**src/rtl/sipo_rx.sv**
```systemverilog
// Serial-to-parallel receiver: assembles LEN-bit LSB-first words framed by isync,
// publishing each completed word on o with a one-cycle osync pulse.
module sipo_rx #(
  parameter int LEN = 5
) (
  input  logic           clk,
  input  logic           reset,
  input  logic           s,
  input  logic           isync,
  output logic [LEN-1:0] o,
  output logic           osync,
  output logic           busy,
  output logic           err
);

  localparam int CW = $clog2(LEN);
  localparam logic [0:0] IDLE  = 1'b0;
  localparam logic [0:0] SHIFT = 1'b1;
  localparam logic [CW-1:0] LAST = CW'(LEN - 1);

  logic [0:0]     state_q, state_d;
  logic [CW-1:0]  cnt_q, cnt_d;
  logic [LEN-1:0] asm_q, asm_d;
  logic [LEN-1:0] o_q, o_d;
  logic           osync_q, osync_d;
  logic           err_q, err_d;

  always_comb begin
    state_d = state_q;
    cnt_d   = cnt_q;
    asm_d   = asm_q;
    o_d     = o_q;
    osync_d = 1'b0;
    err_d   = 1'b0;
    case (state_q)
      IDLE: begin
        if (isync) begin
          asm_d[0] = s;
          cnt_d    = CW'(1);
          state_d  = SHIFT;
        end
      end
      SHIFT: begin
        if (isync) begin
          // Premature frame marker: drop the partial word and restart on this bit.
          err_d    = 1'b1;
          asm_d[0] = s;
          cnt_d    = CW'(1);
        end else if (cnt_q == LAST) begin
          asm_d[LEN-1] = s;
          o_d          = {s, asm_q[LEN-2:0]};
          osync_d      = 1'b1;
          cnt_d        = '0;
          state_d      = IDLE;
        end else begin
          asm_d[cnt_q] = s;
          cnt_d        = cnt_q + CW'(1);
        end
      end
      default: begin
        state_d = IDLE;
        cnt_d   = '0;
      end
    endcase
  end

  always_ff @(posedge clk) begin
    if (reset) begin
      state_q <= IDLE;
      cnt_q   <= '0;
      asm_q   <= '0;
      o_q     <= '0;
      osync_q <= 1'b0;
      err_q   <= 1'b0;
    end else begin
      state_q <= state_d;
      cnt_q   <= cnt_d;
      asm_q   <= asm_d;
      o_q     <= o_d;
      osync_q <= osync_d;
      err_q   <= err_d;
    end
  end

  assign o     = o_q;
  assign osync = osync_q;
  assign err   = err_q;
  assign busy  = (state_q == SHIFT);

endmodule
```
**config.mk**
```make
export PLATFORM = sky130hd
export DESIGN_NAME = sipo_rx
export DESIGN_NICKNAME = d
export VERILOG_FILES = /design/src/rtl/sipo_rx.sv
export SDC_FILE = /design/constraint.sdc
export NUM_CORES = 1
export LEC_CHECK = 0
export CAP_MARGIN = 20
export CORE_MARGIN = 5
export CORE_UTILIZATION = 45
export DETAILED_ROUTE_END_ITERATION = 12
export GPL_ROUTABILITY_DRIVEN = 0
export GPL_TIMING_DRIVEN = 1
export HOLD_SLACK_MARGIN = 0.02
export PLACE_DENSITY = 0.78
export SYNTH_ARGS = -nofsm -noshare
export SYNTH_HDL_FRONTEND = slang
export SYNTH_SLANG_ARGS = --single-unit
export TNS_END_PERCENT = 5
```
**constraint.sdc**
```tcl
create_clock -name clk -period 1.5 [get_ports clk]
set_clock_uncertainty 0.05 [all_clocks]
set_input_delay 0.225 -clock clk [delete_from_list [all_inputs] [get_ports clk]]
set_output_delay 0.225 -clock clk [all_outputs]
set_load 0.02 [all_outputs]
```
## Yosys cells after proc, flatten, opt, wreduce, memory -nomap -nowiden

Cells that the tools add are included.

- Flip-flop bits (word level): 16
- Logic and storage cells: 41

- Order comparisons: 2
- Reduce and logical (&&, ||, !) cells: 7
- Bitwise gates (word level): 3
- Equality and inequality tests: 3
- Multiplexer cells: 17
- Add/subtract/negate cells: 1

Operators by type and width:

| operator | number |
|---|---|
| $mux W1 | 9 |
| $mux W3 | 3 |
| $pmux W3 S2 | 1 |
| $reduce_and A3 Y1 | 2 |
| $bwmux W5 | 1 |
| $lt A3 B4 Y1 const B | 1 |
| $pmux W1 S2 | 2 |
| $reduce_and A2 Y1 | 2 |
| $add A3 B1 Y3 const B | 1 |
| $demux W1 S3 | 1 |
| $eq A3 B3 Y1 const B | 1 |
| $ge A3 B1 Y1 const B | 1 |
| $ne A3 B3 Y1 const B | 1 |
| $not A1 Y1 | 3 |
| $reduce_or A3 Y1 | 1 |
| $ne A2 B2 Y1 const B | 1 |
| $reduce_or A2 Y1 | 1 |
| $logic_and A1 B1 Y1 | 1 |

## Depth between registers and ports, before layout

Gate-level depths: netlist of the first run.

- Word-level depth: 8
- Depth in mapped cells: 5
- Gate-level depth less buffers: 5

## Worst setup path after synthesis of the first run

OpenSTA, ideal clock, no wires.

- Kind: register to register
- Start point: register state_q (netlist: busy)
- End point: register o_q[0] (netlist: o[0])
- Slack: 0.212 ns
- Arrival: 1.121 ns
- Library setup time: 0.117 ns
- Cell stages (with the launch flop): 5
- Data required time: 1.333 ns
- Period minus slack after synthesis: 1.288 ns
- Path through: dfxtp_1 buf_6 nor2b_4 a31oi_4 a22o_1

- Cells in the longest elaborated chain, start to end: 1

Ends and longest elaborated chain:

| what | RTL line | text |
|---|---|---|
| from (decl) | 21 | `logic [0:0] state_q, state_d;` |
| from (signal assigned) | 76 | `state_q <= state_d;` |
| $reduce_and A3 Y1 (no source line) | - |  |
| to (signal assigned) | 72 | `o_q <= '0;` |
| to (signal assigned) | 79 | `o_q <= o_d;` |
| to (decl) | 24 | `logic [LEN-1:0] o_q, o_d;` |

Every way passes these cells.
A chain may end at the register's enable or synchronous reset.

## Final worst setup path of the first run

- Start point: register cnt_q[0]
- End point: register o_q[2] (netlist: o[2])

- Cells in the longest elaborated chain, start to end: 2

Ends and longest elaborated chain:

| what | RTL line | text |
|---|---|---|
| from (decl) | 22 | `logic [CW-1:0] cnt_q, cnt_d;` |
| from (signal assigned) | 77 | `cnt_q <= cnt_d;` |
| $eq A3 B3 Y1 | 49 | `end else if (cnt_q == LAST) begin` |
| $reduce_and A3 Y1 (no source line) | - |  |

Every way passes these cells.

==> out/qor.yml, run 1 <==
synth-simple-area-share: 0.216
syn_inst: 58
syn-num-nets: 64
clock.fmax_ghz: 0.720
ys_warn_count: 0
dr.pass1.iters: 3
avgRoutedWirePerCell_um: 11.8
hp-start: "asm_q[0]"
rows: 13
maxCapViolCount: 0
core_um2: 1320
synth_top_family_by_area: "simple AND/OR/NAND/NOR gates"
place_inst: 87
drive_above_1_share: 0.184
whs_path_depth: 1
hold_buffers: 0
netSwitchingPower_mw: 0.175
clock_power_share: 0.318
ant_nets: 0
antenna_found_initial: 0
maxSlewHeadroom: 0.733
startpoint: "cnt_q[0]"
placed_area_um2: 788
r2r_cells: 5
post-route-period-util: 0.926
track_usage: 0.123
hold_viol_final: 0
fin_crit_ns: 1.39
synth_seq_cells: 15
overflow: 0
grt_pass1_vias: 423
required_ns: 1.68
grt_first_pass_wirelength_mm: 1.87
synthMuxAreaShare: 0.0627
r2r_start: "cnt_q[0]"
worstPathArrival_ns: 1.57
fin_nets: 83
drc_errors: 0
diodes: 0
r2r_setup_slack_ns: 0.11
clkSinkCount: 15
crit_path_end_kind: "flip-flop"
power_frac_seq: 0.569
syn_area_per_cell_um2: 11.0
p_leak_nw: 0.414
critPathLaunchType: "flip-flop"
synth_compound_area_frac: 0.161
multi_input_area_um2: 314
clk_latency_ns: 0.28
rsz0062_at_grt: "no"
h-tree-depth: 1
slew_viol_final: 0
worstReg2RegEnd: "o[2]"
sw_frac_of_total: 0.241
cts_tree: "done"
vdd.ir_drop.worst_mv: 0.505
start_util: 0.484
fin_area_um2: 816
viasPerCell: 4.97
fillers: 109
port_buffers: 11
drt_iter0_drc: 5
yosysUniqueCellTypes: 24
p_int_mw: 0.551
status: "finished clean"
syn_area_um2: 638
synth-seq-area-share: 0.471
die_area_um2: 2270
final-seq-area_um2: 300
wl_mm: 1.07
synth_fa_ha_area_frac: 0.0392
hold_class: "flip-flop to flip-flop"
synth-xor-area-share: 0.0137
cts_root_buf: "clkbuf_4"
clkTransAtPathRegs_ns: 0.09
die-width_um: 47.7
holdPathEnd: "o[0]"
p_per_area_nw_per_um2: 890
dp_hpwl_um: 818
syn_to_final_growth_pct: 27.8
worstMarginPinSlew_ns: 0.400
cts_buffer_depth: 2
numCtsBuffers: 3
pwr-share-comb: 0.113
critPathKind: "flip-flop to flip-flop"
fin_cells: 91
vias: 452
worstPathMaxFanout: 6
io_pins: 12
grt_max_degree: 11
setup_viol: 0
die_y_um: 47.7
[power groups by stage]
stage               clock network (mW)  registers, mW  logic (mW)
finish                           0.231          0.413      0.0820
global placement                     0          0.423      0.0820
detailed placement                   0          0.423      0.0842
floorplan                            0          0.426      0.0497
global route                     0.253          0.415      0.0909
CTS                              0.239          0.414      0.0832
[Yosys cell counts, drive strengths merged]
cell type / number / area share
a31oi: 3 / 0.053
o21ai: 1 / 0.0078
nand2b: 5 / 0.049
and4bb: 1 / 0.020
nor3b: 1 / 0.029
buf: 2 / 0.025
a21oi: 1 / 0.0078
nand2: 4 / 0.027
dfxtp: 15 / 0.47
xor2: 1 / 0.014
o21a: 2 / 0.024
nor3: 2 / 0.016
nor2b: 1 / 0.022
mux2i: 4 / 0.063
and3b: 1 / 0.016
and2b: 1 / 0.012
a22o: 5 / 0.069
inv: 2 / 0.012
nand3: 1 / 0.0078
ha: 2 / 0.039
nor2: 3 / 0.018
[sequential cells by signal (all words and copies together), names as in the netlist]
signal	cells
err	1
busy	1
cnt_q	3
osync	1
asm_q	4
o	5
[cell families (layout without fill, tap and decap cells)]
family	count (synthesis)	count (layout)
buffers and inverters	4	22
AOI/OAI and AO/OA	12	12
muxes	4	4
xor gates and xnor gates	1	1
adders and majority gates	2	2
and+or+nand+nor	20	20
DFF	15	15
[critical path, stage by stage, from the launching register on]
cell,delay [ns]
dfxtp_1,0.36
inv_1,0.09
ha_1,0.25
nand2_2,0.11
nor3b_4,0.29
a22o_1,0.18
[final cells by class]
cell class                      count  share of cell area
Sequential cell                    15               0.368
Timing Repair Buffer               16               0.183
Tap cell                           15              0.0230
Multi-Input combinational cell     39               0.385
Inverter                            2             0.00920
Clock buffer                        4              0.0322
[metrics by stage]
step | worst slack [ns] | util | setup TNS, ns | hold WS (ns) | power (mW)
6_report | 0.111 | 0.619 | 0 | 0.427 | 0.726
5_1_grt | 0.0173 | 0.619 | 0 | 0.458 | 0.759
4_1_cts | 0.00143 | 0.613 | 0 | 0.430 | 0.736
3_5_place_dp | -0.0171 | 0.598 | -0.0171 | 0.408 | 0.507
3_3_place_gp | 0.0320 | 0.598 | 0 | 0.417 | 0.505
2_1_floorplan | 0.212 | - | 0 | 0.252 | 0.476
[what timing repair did]
action / in CTS / in global routing
hold endpoints to repair: 0 / 0
setup endpoints to repair: 5 / 3
gates resized for setup: 5 / 3
setup buffers: 0 / 0
[how the worst max path moves through the flow]
| stage | endpoint | depth (start not counted) |
|---|---|---|
| 5_1_grt | o[2] | 5 |
| 4_1_cts | o[1] | 1 |
| 2_1_floorplan | o[0] | 4 |
| 6_report | o[2] | 5 |
| 3_5_place_dp | o[2] | 4 |
| 3_3_place_gp | o[2] | 3 |
[per-layer routing]
metal	GRT usage	wire length, µm	vias to the layer above
li1	-	-	244
met1	0.163	547	199
met2	0.166	460	7
met3	0.0338	53	2
met4	0.0968	10	0
met5	0	0	-
[layout by cell type (no fill, tap or decap), types with 3 or more instances in the layout]
| master | count |
|---|---|
| dlymetal6s2s_1 | 3 |
| mux2i_1 | 4 |
| clkdlybuf4s50_1 | 3 |
| clkbuf_4 | 3 |
| dfxtp_1 | 15 |
| dlygate4sd2_1 | 5 |
| nor2_1 | 3 |
| a22o_1 | 5 |
| nand2_1 | 3 |
| nand2b_1 | 5 |
| buf_4 | 5 |
No activity file was read; power rests on OpenSTA's default activity.
==> inputs of run 2 (changes only) <==
--- a/config.mk
+++ b/config.mk
@@ -11,7 +11,7 @@
 export DETAILED_ROUTE_END_ITERATION = 12
 export GPL_ROUTABILITY_DRIVEN = 0
 export GPL_TIMING_DRIVEN = 1
-export HOLD_SLACK_MARGIN = 0.02
+export HOLD_SLACK_MARGIN = 0.03
 export PLACE_DENSITY = 0.78
 export SYNTH_ARGS = -nofsm -noshare
 export SYNTH_HDL_FRONTEND = slang
==> constraint.sdc (replaced) <==
create_clock -name clk -period 1.5 [get_ports clk]
set_clock_uncertainty 0.05 [all_clocks]
set_input_delay 0.45 -clock clk [delete_from_list [all_inputs] [get_ports clk]]
set_output_delay 0.45 -clock clk [all_outputs]
set_load 0.02 [all_outputs]
==> out/qor.yml, run 2 (same netlist as run 1, synthesis figures left out) <==
layout_common_cells: "15 x dfxtp_1, 6 x clkdlybuf4s15_1, 5 x nand2b_1, 5 x a22o_1"
dp_hpwl_um: 847
port_buffers: 11
diodes: 0
vdd.ir_drop.worst_mv: 0.557
grt_first_pass_wirelength_mm: 1.92
p_per_area_nw_per_um2: 894
drive_above_1_share: 0.200
fin_crit_ns: 1.43
critical_path_buf_inv_count: 1
final_common_cell: "dfxtp_1"
ant_nets: 0
fin_nets: 82
syn_to_final_growth_pct: 27.1
power_frac_seq: 0.572
maxCapViolCount: 0
netSwitchingPower_mw: 0.178
critPathKind: "flip-flop to output pin"
die_y_um: 47.7
worstMarginPinSlew_ns: 0.282
status: "finished clean"
track_usage: 0.126
crit_path_end_kind: "output pin"
setup_slack_ns: 0.0657
post-place-ws_ns: -0.227
pwr-share-comb: 0.112
vias: 463
clkTransAtPathRegs_ns: 0.09
clock.fmax_ghz: 0.697
io_pins: 12
wl_mm: 1.09
crit_chain: "clkdlybuf4s15_1"
antenna_found_initial: 0
drt_iter0_drc: 6
r2r_cells: 5
whs_path_depth: 2
slew_viol_final: 0
h-tree-depth: 1
cts_tree: "done"
postCtsSetupBuffers: 0
setup_viol: 0
numCtsBuffers: 3
path_depth: 1
p_leak_nw: 0.358
core_um2: 1320
worstPathMaxFanout: 2
cts_buffer_depth: 2
grt_pass1_vias: 456
dr.pass1.iters: 4
maxSlewHeadroom: 0.811
clkSinkCount: 15
start_util: 0.484
cpMaxStageDelayCell: "dfxtp_1"
r2r_setup_slack_ns: 0.14
clk_latency_ns: 0.28
hold_viol_final: 0
die-width_um: 47.7
overflow: 0
post-route-period-util: 0.956
tns_ns: 0
largest_reg_flops: 5
sw_frac_of_total: 0.246
cts_root_buf: "clkbuf_4"
grt_max_degree: 11
hold_buffers: 0
slowest_delay_ns: 0.35
crit_family: "flip-flops"
viasPerCell: 5.14
die_area_um2: 2270
critPathLaunchType: "flip-flop"
avgRoutedWirePerCell_um: 12.1
required_ns: 1.00
hold_class: "flip-flop to flip-flop"
rows: 13
drc_errors: 0
clock_power_share: 0.316
fillers: 115
worstPathArrival_ns: 0.93
p_int_mw: 0.547
rsz0062_at_grt: "no"
-- run 2: final timing paths --
check	end	start
setup / recovery	o[2]	o[2]
hold / removal	asm_q[2]	asm_q[2]
setup reg to reg	o[1]	cnt_q[0]
hold reg to reg	asm_q[2]	asm_q[2]
-- run 2: power groups by stage --
stage	Clock (mW)	Sequential [mW]	Combinational (mW)
after floorplan	0	0.426	0.0497
after global placement	0	0.424	0.0808
after detailed placement	0	0.424	0.0821
after CTS	0.239	0.414	0.0806
after global routing	0.262	0.416	0.0897
final	0.229	0.414	0.0812
-- run 2: routing by layer --
| metal | vias to the layer above | GRT usage | part of all wire |
|---|---|---|---|
| met5 | - | 0 | 0 |
| met4 | 0 | 0.0806 | 0.027 |
| met3 | 2 | 0.0338 | 0.063 |
| met2 | 11 | 0.203 | 0.46 |
| met1 | 212 | 0.147 | 0.45 |
| li1 | 238 | - | - |
-- run 2: repair_timing --
action                                  4_1_cts  5_1_grt
pin swaps                                     0        1
resized for setup                             8        8
hold endpoints to repair                      0        0
endpoints found under the setup margin        8       11
-- run 2: cell type report --
cell class	instances	area, µm²	area share
multi-input combinational	39	317	0.390
sequential	15	300	0.370
timing repair buffer	15	140	0.173
clock buffer	3	22.5	0.0278
tap	15	18.8	0.0231
inverter	2	7.51	0.00926
clock inverter	1	5.00	0.00617
-- run 2: per-stage QoR --
stage / total power, mW / utilization / area, µm² / hold WS (ns) / cells
after CTS: 0.734 / 0.606 / 798 / 0.436 / 90
after global routing: 0.768 / 0.615 / 811 / 0.456 / 90
final: 0.725 / 0.615 / 811 / 0.432 / 90
after floorplan: 0.476 / - / 638 / 0.393 / 58
after detailed placement: 0.506 / 0.593 / 781 / 0.413 / 86
after global placement: 0.505 / 0.593 / 781 / 0.415 / 86
